[config.mk]
export PLATFORM = sky130hd
export DESIGN_NAME = data_ctrl
export DESIGN_NICKNAME = d
export VERILOG_FILES = /design/src/rtl/data_ctrl_pkg.sv /design/src/rtl/data_ctrl_load_extend.sv /design/src/rtl/data_ctrl.sv
export SDC_FILE = /design/constraint.sdc
export NUM_CORES = 1
export LEC_CHECK = 0
export CAP_MARGIN = 0
export CELL_PAD_IN_SITES_DETAIL_PLACEMENT = 0
export CELL_PAD_IN_SITES_GLOBAL_PLACEMENT = 1
export CORE_ASPECT_RATIO = 2
export CORE_MARGIN = 3
export CORE_UTILIZATION = 38
export DETAILED_ROUTE_END_ITERATION = 6
export GPL_TIMING_DRIVEN = 1
export HOLD_SLACK_MARGIN = 0.1
export MAX_ROUTING_LAYER = met4
export PLACE_DENSITY = 0.8
export SYNTH_ARGS = -nofsm -noshare
export SYNTH_HDL_FRONTEND = slang
export SYNTH_SLANG_ARGS = --single-unit
export TNS_END_PERCENT = 30
[constraint.sdc]
create_clock -name clk_in -period 3.1 [get_ports clk_in]
set_input_delay 0.62 -clock clk_in [delete_from_list [all_inputs] [get_ports clk_in]]
set_output_delay 0.62 -clock clk_in [all_outputs]
set_load 0.01 [all_outputs]
[src/rtl/data_ctrl_pkg.sv]
// data_ctrl_pkg: shared widths, width encodings, IO region base and FSM state codes for data_ctrl
package data_ctrl_pkg;
    localparam int AddressWidth = 32;
    localparam int IDWidth = 32;
    localparam logic [2:0] WidthNone = 3'b000;
    localparam logic [2:0] WidthByte = 3'b001;
    localparam logic [2:0] WidthHalf = 3'b010;
    localparam logic [2:0] WidthWord = 3'b100;
    localparam logic [AddressWidth-1:0] IOAddr = 32'h30000;
    localparam logic [1:0] IDLE = 2'd0;
    localparam logic [1:0] LOAD = 2'd1;
    localparam logic [1:0] STORE = 2'd2;
    // Byte count of a width code; any non-legal code counts as no request.
    function automatic logic [2:0] width_bytes(input logic [2:0] w);
        return w == WidthByte ? 3'd1 : w == WidthHalf ? 3'd2 : w == WidthWord ? 3'd4 : 3'd0;
    endfunction
endpackage

[src/rtl/data_ctrl_load_extend.sv]
// data_ctrl_load_extend: sign/zero-extends assembled load bytes from bit 8N-1
//   raw   - assembled little-endian load bytes
//   width - load width code (byte/half/word)
//   sgn   - 1 sign-extends, 0 zero-extends
//   value - extended IDWidth result
module data_ctrl_load_extend
    import data_ctrl_pkg::*;
(
    input  logic [IDWidth-1:0] raw,
    input  logic [2:0]         width,
    input  logic               sgn,
    output logic [IDWidth-1:0] value
);
    logic fill;
    always_comb begin
        fill = sgn && (width == WidthByte ? raw[7] : width == WidthHalf ? raw[15] : raw[IDWidth-1]);
        value = width == WidthByte ? {{(IDWidth-8){fill}}, raw[7:0]} :
                width == WidthHalf ? {{(IDWidth-16){fill}}, raw[15:0]} : raw;
    end
endmodule

[src/rtl/data_ctrl.sv]
// data_ctrl: serialises one load or committed store at a time onto the 8-bit RAM/IO port
//   clk_in, rst_in (async, active-low), rdy_in (global enable)
//   lbuffer_datactrl_*  - load request (addr, width, signed); datactrl_lbuffer_* - done pulse + data
//   rob_datactrl_*      - flush, committed store request (en, addr, width, data); datactrl_rob_ack_out - store done
//   io_buffer_full_in   - IO write buffer full, stalls stores to IOAddr / IOAddr+4
//   mem_din_in, mem_dout_out, mem_a_out, mem_wr_out - byte-wide memory port
module data_ctrl
    import data_ctrl_pkg::*;
(
    input  logic                    clk_in,
    input  logic                    rst_in,
    input  logic                    rdy_in,
    input  logic [AddressWidth-1:0] lbuffer_datactrl_addr_in,
    input  logic [2:0]              lbuffer_datactrl_width_in,
    input  logic                    lbuffer_datactrl_signed_in,
    output logic                    datactrl_lbuffer_en_out,
    output logic [IDWidth-1:0]      datactrl_lbuffer_data_out,
    input  logic                    rob_datactrl_rst_in,
    input  logic                    rob_datactrl_en_in,
    input  logic [AddressWidth-1:0] rob_datactrl_addr_in,
    input  logic [2:0]              rob_datactrl_width_in,
    input  logic [IDWidth-1:0]      rob_datactrl_data_in,
    output logic                    datactrl_rob_ack_out,
    input  logic                    io_buffer_full_in,
    input  logic [7:0]              mem_din_in,
    output logic [7:0]              mem_dout_out,
    output logic [AddressWidth-1:0] mem_a_out,
    output logic                    mem_wr_out
);
    logic [1:0]              state;
    logic [2:0]              k;
    logic [2:0]              wid;
    logic [2:0]              n;
    logic [1:0]              lane;
    logic [AddressWidth-1:0] addr;
    logic [IDWidth-1:0]      sdata;
    logic [IDWidth-1:0]      lbuf;
    logic [IDWidth-1:0]      asm;
    logic [IDWidth-1:0]      ext;
    logic                    sgn;
    logic                    turn;
    logic                    flush;
    logic                    io;
    logic                    stall;
    logic                    ld_drive;
    logic                    take_st;
    logic                    take_ld;

    data_ctrl_load_extend u_ext (
        .raw   (asm),
        .width (wid),
        .sgn   (sgn),
        .value (ext)
    );

    // The memory port is decoded from state so that idle, IO stalls and flushes show address 0 in the same cycle.
    always_comb begin
        n = width_bytes(wid);
        io = addr == IOAddr || addr == IOAddr + AddressWidth'(4);
        stall = state == STORE && io && io_buffer_full_in;
        flush = rdy_in && rob_datactrl_rst_in;
        ld_drive = state == LOAD && k < n && !flush;
        mem_wr_out = state == STORE && !stall && rdy_in;
        mem_a_out = ld_drive || mem_wr_out ? addr + AddressWidth'(k) : '0;
        mem_dout_out = mem_wr_out ? 8'(sdata >> {k[1:0], 3'b000}) : 8'h00;
        datactrl_rob_ack_out = mem_wr_out && k == n - 3'd1;
        lane = k[1:0] - 2'd1;
        asm = lbuf;
        asm[{lane, 3'b000} +: 8] = mem_din_in;
        take_st = rob_datactrl_en_in && width_bytes(rob_datactrl_width_in) != 3'd0;
        // Loads are held off while en is visible and for one cycle after, so lbuffer can retire the request.
        take_ld = width_bytes(lbuffer_datactrl_width_in) != 3'd0 && !datactrl_lbuffer_en_out && !turn && !rob_datactrl_rst_in;
    end

    always_ff @(posedge clk_in or negedge rst_in) begin
        if (!rst_in) begin
            state <= IDLE;
            k <= '0;
            wid <= '0;
            addr <= '0;
            sdata <= '0;
            lbuf <= '0;
            sgn <= 1'b0;
            turn <= 1'b0;
            datactrl_lbuffer_en_out <= 1'b0;
            datactrl_lbuffer_data_out <= '0;
        end else if (rdy_in) begin
            datactrl_lbuffer_en_out <= 1'b0;
            turn <= datactrl_lbuffer_en_out;
            if (state == IDLE) begin
                k <= '0;
                if (take_st) begin
                    state <= STORE;
                    addr <= rob_datactrl_addr_in;
                    wid <= rob_datactrl_width_in;
                    sdata <= rob_datactrl_data_in;
                end else if (take_ld) begin
                    state <= LOAD;
                    addr <= lbuffer_datactrl_addr_in;
                    wid <= lbuffer_datactrl_width_in;
                    sgn <= lbuffer_datactrl_signed_in;
                    lbuf <= '0;
                end
            end else if (state == LOAD) begin
                if (flush) begin
                    state <= IDLE;
                end else begin
                    if (k != 3'd0) lbuf <= asm;
                    if (k == n) begin
                        state <= IDLE;
                        datactrl_lbuffer_en_out <= 1'b1;
                        datactrl_lbuffer_data_out <= ext;
                    end else begin
                        k <= k + 3'd1;
                    end
                end
            end else if (state == STORE) begin
                if (!stall) begin
                    k <= k + 3'd1;
                    if (k == n - 3'd1) state <= IDLE;
                end
            end else begin
                state <= IDLE;
            end
        end
    end
endmodule

**After elaboration in Yosys (flattened, before gate mapping)**

Cells that the tools add are included.
Widths: inputs -> output; s select.

- Register bits: 139
- Bits of input ports: 117
- Logic and storage cells: 127

- Order comparisons: 1
- Shift operators: 3
- Bitwise operators: 3
- Reduce and logical (&&, ||, !) cells: 35
- Multiplexer cells: 45
- Equality and inequality tests: 25
- $add $sub $neg: 5

Operators by type and width:

| kind | number |
|---|---|
| $mux 32 | 11 |
| $eq 32x18->1 const B | 2 |
| $mux 3 | 17 |
| $add 32x3->32 | 1 |
| $bwmux 32 | 1 |
| $shift 8x7->32 const A | 1 |
| $shiftx 8x7->32 | 1 |
| $shr 32x5->8 | 1 |
| $mux 2 | 9 |
| $reduce_and 5->1 | 3 |
| $logic_and 1x1->1 | 13 |
| $reduce_bool 3->1 | 4 |
| $eq 3x1->1 const B | 3 |
| $eq 3x2->1 const B | 3 |
| $eq 3x3->1 const B | 3 |
| $mux 8 | 1 |
| $ne 4x2->1 const B | 2 |
| $neg 5->7 | 1 |
| $eq 3x3->1 | 2 |
| $mux 1 | 6 |
| $ne 3x3->1 const B | 2 |
| $reduce_and 3->1 | 2 |
| $reduce_and 6->1 | 1 |
| $reduce_bool 2->1 | 3 |
| 16 further kinds | 24 |

**Logic depth before layout (Yosys ltp)**

- Depth in word-level cells: 11
- Mapped depth: 10

**Cells and area by module**

A second synthesis with hierarchy kept.

- Cells, all modules: 808
- Area, all modules: 7952.6 um2

By module, submodules not included:

| module | seq. area each (um2) | area each (um2) | times used | cells each |
|---|---|---|---|---|
| data_ctrl | 3478.3 | 7478.4 | 1 | 731 |
| data_ctrl_load_extend | 0.0 | 474.2 | 1 | 77 |

**Worst setup path before layout**

OpenSTA, ideal clock, no wires.

- Kind: register to output
- Start: register k[1]
- End: output mem_a_out[28]
- Slack: 135 ps
- Path buffers: 2
- Arrival time: 2345 ps
- Cell stages (with the launch flop): 10
- Cells stage by stage: dfrtp_1 -> clkbuf_1 -> inv_1 -> fa_1 -> nor2b_1 -> o21ai_0 -> clkbuf_1 -> nor4_1 -> xnor2_1 -> nor2_1

- Cells in the longest elaborated chain, start to end: 5

RTL lines:

| element | RTL line | source |
|---|---|---|
| start, declared | data_ctrl.sv:31 | `logic [2:0] k;` |
| start signal, assigned | data_ctrl.sv:114 | `k <= k + 3'd1;` |
| start signal, assigned | data_ctrl.sv:119 | `k <= k + 3'd1;` |
| parallel branches: the longest is 4 deep, another holds $add 32x3->32 | n/a |  |
| $mux 32 (*) | data_ctrl.sv:64 | `mem_a_out = ld_drive \|\| mem_wr_out ? addr + AddressWidth'(k) : '0;` |
| end, declared | data_ctrl.sv:27 | `output logic [AddressWidth-1:0] mem_a_out,` |

Every way passes the cells marked *.

**Worst setup path in the final report**

- Start: register state[0]
- End: output mem_a_out[10]

- Cells in the longest elaborated chain, start to end: 8

RTL lines:

| element | RTL line | source |
|---|---|---|
| start, declared | data_ctrl.sv:30 | `logic [1:0] state;` |
| start signal, assigned | data_ctrl.sv:77 | `state <= IDLE;` |
| start signal, assigned | data_ctrl.sv:93 | `state <= STORE;` |
| start signal, assigned | data_ctrl.sv:98 | `state <= LOAD;` |
| $eq 2x2->1 | data_ctrl.sv:60, data_ctrl.sv:63 |  |
| $logic_and 1x1->1 (2 in a row) | data_ctrl.sv:60 | `stall = state == STORE && io && io_buffer_full_in;` |
| $logic_not 1->1 | n/a |  |
| $logic_and 1x1->1 (2 in a row) | data_ctrl.sv:63 | `mem_wr_out = state == STORE && !stall && rdy_in;` |
| $logic_or 1x1->1 (*) | data_ctrl.sv:64 |  |
| $mux 32 (*) | data_ctrl.sv:64 |  |

Mark *: on every way between the ends. The rest lies on a longest branch, timed or not.

==> metrics.md <==
| Metric | Value |
|---|---|
| DP HPWL | `18.1 mm` |
| Chip height | `205 microns` |
| VDD IR max | `449 uV` |
| Met3 GRT Util | `0.0333` |
| Status | `finished with violations` |
| Distinct cells, synth | `56` |
| Clk slew on worst S/H paths | `0.06 ns` |
| TritonRoute pass-1 iters | `5` |
| Routability congestion estimate | `0.848` |
| Busiest grt layer | `met2` |
| Setup Skew | `0.00935 ns` |
| H-tree Lvls | `4` |
| Clk_lat worst skew | `0.42 ns` |
| Storage cell area | `3480 sq um` |
| Number of port buffers | `191` |
| Max cap viols | `0` |
| Launch point of the worst reg-to-reg path | `k[0]` |
| Post-DRT Antenna Nets | `0` |
| Peak fanout along the critical path | `8` |
| Critical path capture point type | `primary output` |
| Critical path buffers and inverters | `3` |
| Largest net degree at the start of global routing | `71` |
| Leakage | `4.98 nW` |
| Synth Warn # | `0` |
| Clock Sinks | `139` |
| Startpoint Class | `flop` |
| Root Driver | `clkbuf_16` |
| Required time worst endpoint | `2.48 ns` |
| Post-DR vias/cell | `5.27` |
| Worst-margin pin slew | `0.591 ns` |
| Hold Vio Cnt, Final | `0` |
| Post-Layout Cell Count | `1,262` |
| Die width | `106 microns` |
| NumNets Final | `1,116` |
| Relative slew slack | `0.605` |
| Post-synthesis cell area | `7550 sq um` |
| Setup violations, final | `31` |
| Total grt overflow | `0` |
| Final worst slack | `-0.0496 ns` |
| Critical Path Max Stage Delay | `0.47 ns` |
| I/O Pins | `192` |
| RSZ-0062 raised after global routing | `true` |
| CTS Buf Count | `17` |
| Placed Instances | `1,220` |
| Number of enable flip-flop cells after synthesis | `0` |
| Worst path slowest cell | `or4b_4` |
| Initial DRC Count | `265` |
| Min-delay worst type | `input port to async pin` |
| Clock buffer depth | `2` |
| Register area share after synthesis | `0.460` |
| Synthesis-to-finish area growth | `44.4%` |
| Vias in the first global route | `6,914` |
| Post-Syn Instances | `750` |
| Tmin final | `3.15 ns` |
| Main synth FF type | `dfrtp_1` |
| Total global-route track usage | `0.228` |
| Most common cell after layout, fill and taps aside | `clkdlybuf4s50_1` |
| Syn_nets | `879` |
| DR DRC count | `0` |
| Asr flop ratio synth | `1.00` |
| Share of layout cells above drive strength 1 | `0.218` |
| Core Box Area | `19,500 sq um` |
| CP cell instances | `nor2b_2 > or4b_4 > or3_4 > a32oi_4 > buf_12 > clkbuf_16 > nor2_1 > buf_2` |
| Fill count | `1,800` |
| Vias | `6,645` |
| WL/cell | `19.2 microns` |
| Met1 Usage GRT | `0.223` |
| First-pass GRT wire length | `36.8 mm` |
| Crit Path Class | `flop to primary output` |
| Final slew viol count | `0` |
| Initial Utilization | `0.388` |
| GR Util met2 | `0.434` |
| Avg Cell Area, Syn | `10.1 sq um` |
| Crit path from | `state[0]` |
| Arrival time worst endpoint | `2.53 ns` |
| Row cnt | `72` |
| Initial antenna violation count | `3` |
| Period utilisation layout | `1.02` |
| Worst hold slack | `0.149 ns` |
| #FFs+latches synth | `139` |
| CTS tree | `built` |
| Violated checks | `negative setup slack` |
| CP delay by family, top | `simple AND/OR/NAND/NOR gates` |
| Most frequent cells in the layout | `clkdlybuf4s50_1, dfrtp_1, nor2_1` |
| Footprint of the multi-input gates | `4020 sq um` |
| Full die area | `21,700 sq um` |
| Fmax achieved | `318 MHz` |
| Power density over cell area | `779 nW/um^2` |
| WL final | `24.2 mm` |
[sequential cells by signal (all words and copies together) (netlist names), 2 cells and up]
register,cells
addr,32
datactrl_lbuffer_data_out,32
k,3
lbuf,32
sdata,32
state,2
wid,3
[worst paths after layout]
check	slack, ns	to	depth (start not counted)
setup reg to reg	0.43	datactrl_lbuffer_data_out[29]	10
max in group asynchronous	2.10	datactrl_lbuffer_data_out[10]	2
hold reg to reg	0.48	lbuf[13]	1
setup / recovery	-0.05	mem_a_out[10]	8
min in group clk_in	0.48	lbuf[13]	1
hold / removal	0.15	datactrl_lbuffer_data_out[20]	1
[through the flow]
stage          worst slack [ns]  power [mW]   util  cell area (sq um)  setup TNS (ns)
6_report                -0.0496        8.50  0.561              10900           -1.05
5_1_grt                  -0.120        9.03  0.561              10900           -3.59
4_1_cts                  -0.107        8.33  0.546              10600          -0.148
3_5_place_dp             -0.297        6.41  0.521              10100          -10.32
3_3_place_gp             -0.274        6.38  0.521              10100           -9.73
2_1_floorplan             0.135        4.68      -               7550               0
[layout make-up]
cell class                      instances  share of cell area
Antenna cell                            3            0.000688
Clock buffer                           20              0.0410
Clock inverter                         12              0.0130
Inverter                               16             0.00551
Multi-Input combinational cell        545               0.368
Sequential cell                       139               0.319
Tap cell                              259              0.0297
Timing Repair Buffer                  268               0.223
[per-layer routing]
layer,share of wire,vias to the layer above
met5,0,-
met4,0.040,0
met3,0.033,45
met2,0.59,186
met1,0.34,3241
li1,-,3173
[where the power goes]
group	internal [mW]	switching, mW
Clock	1.21	0.828
Sequential	2.30	0.410
Combinational	1.82	1.93
[repair_timing]
action | 4_1_cts | 5_1_grt
endpoints found under the setup margin | 42 | 58
hold buffers | 0 | 0
endpoints found under the hold margin | 0 | 0
setup buffers | 0 | 3
resized for setup | 147 | 35
pin swaps | 0 | 5
cloned | 0 | 4
[synthesized netlist by cell type (15+ instances only)]
cell | instances | area (sq um)
clkbuf_1 | 37 | 139
nor2_1 | 95 | 357
o2bb2ai_1 | 25 | 219
nor2b_1 | 46 | 288
a21oi_1 | 53 | 265
mux2_2 | 35 | 394
dfrtp_1 | 139 | 3480
a211o_1 | 16 | 140
a31oi_1 | 25 | 156
o21ai_0 | 15 | 75.1
nor4_1 | 16 | 100
nor3_1 | 21 | 105
xnor2_1 | 27 | 236
mux2i_1 | 35 | 350
inv_1 | 16 | 60.1
nand2_1 | 33 | 124
[worst reg2reg max path, delay by kind of cell, from the launching register on]
kind | cells | cell delay, ns
flip-flops | 1 | 0.38
adder cells (fa/ha/maj) | 1 | 0.29
buffers and inverters | 4 | 0.75
AND/OR/NAND/NOR | 2 | 0.57
AO/OA/AOI/OAI | 3 | 0.62
[cell families (layout without fill, tap and decap cells)]
family	after synthesis	in the layout	synth area share
and+or+nand+nor	263	263	0.178
AOI/OAI and AO/OA	159	159	0.143
DFF	139	139	0.460
muxes	78	78	0.122
buffers and inverters	66	316	0.0369
xor gates and xnor gates	32	32	0.0371
adders and majority gates	13	13	0.0222
other	0	3	0
Power figures use the tool's default switching activity.
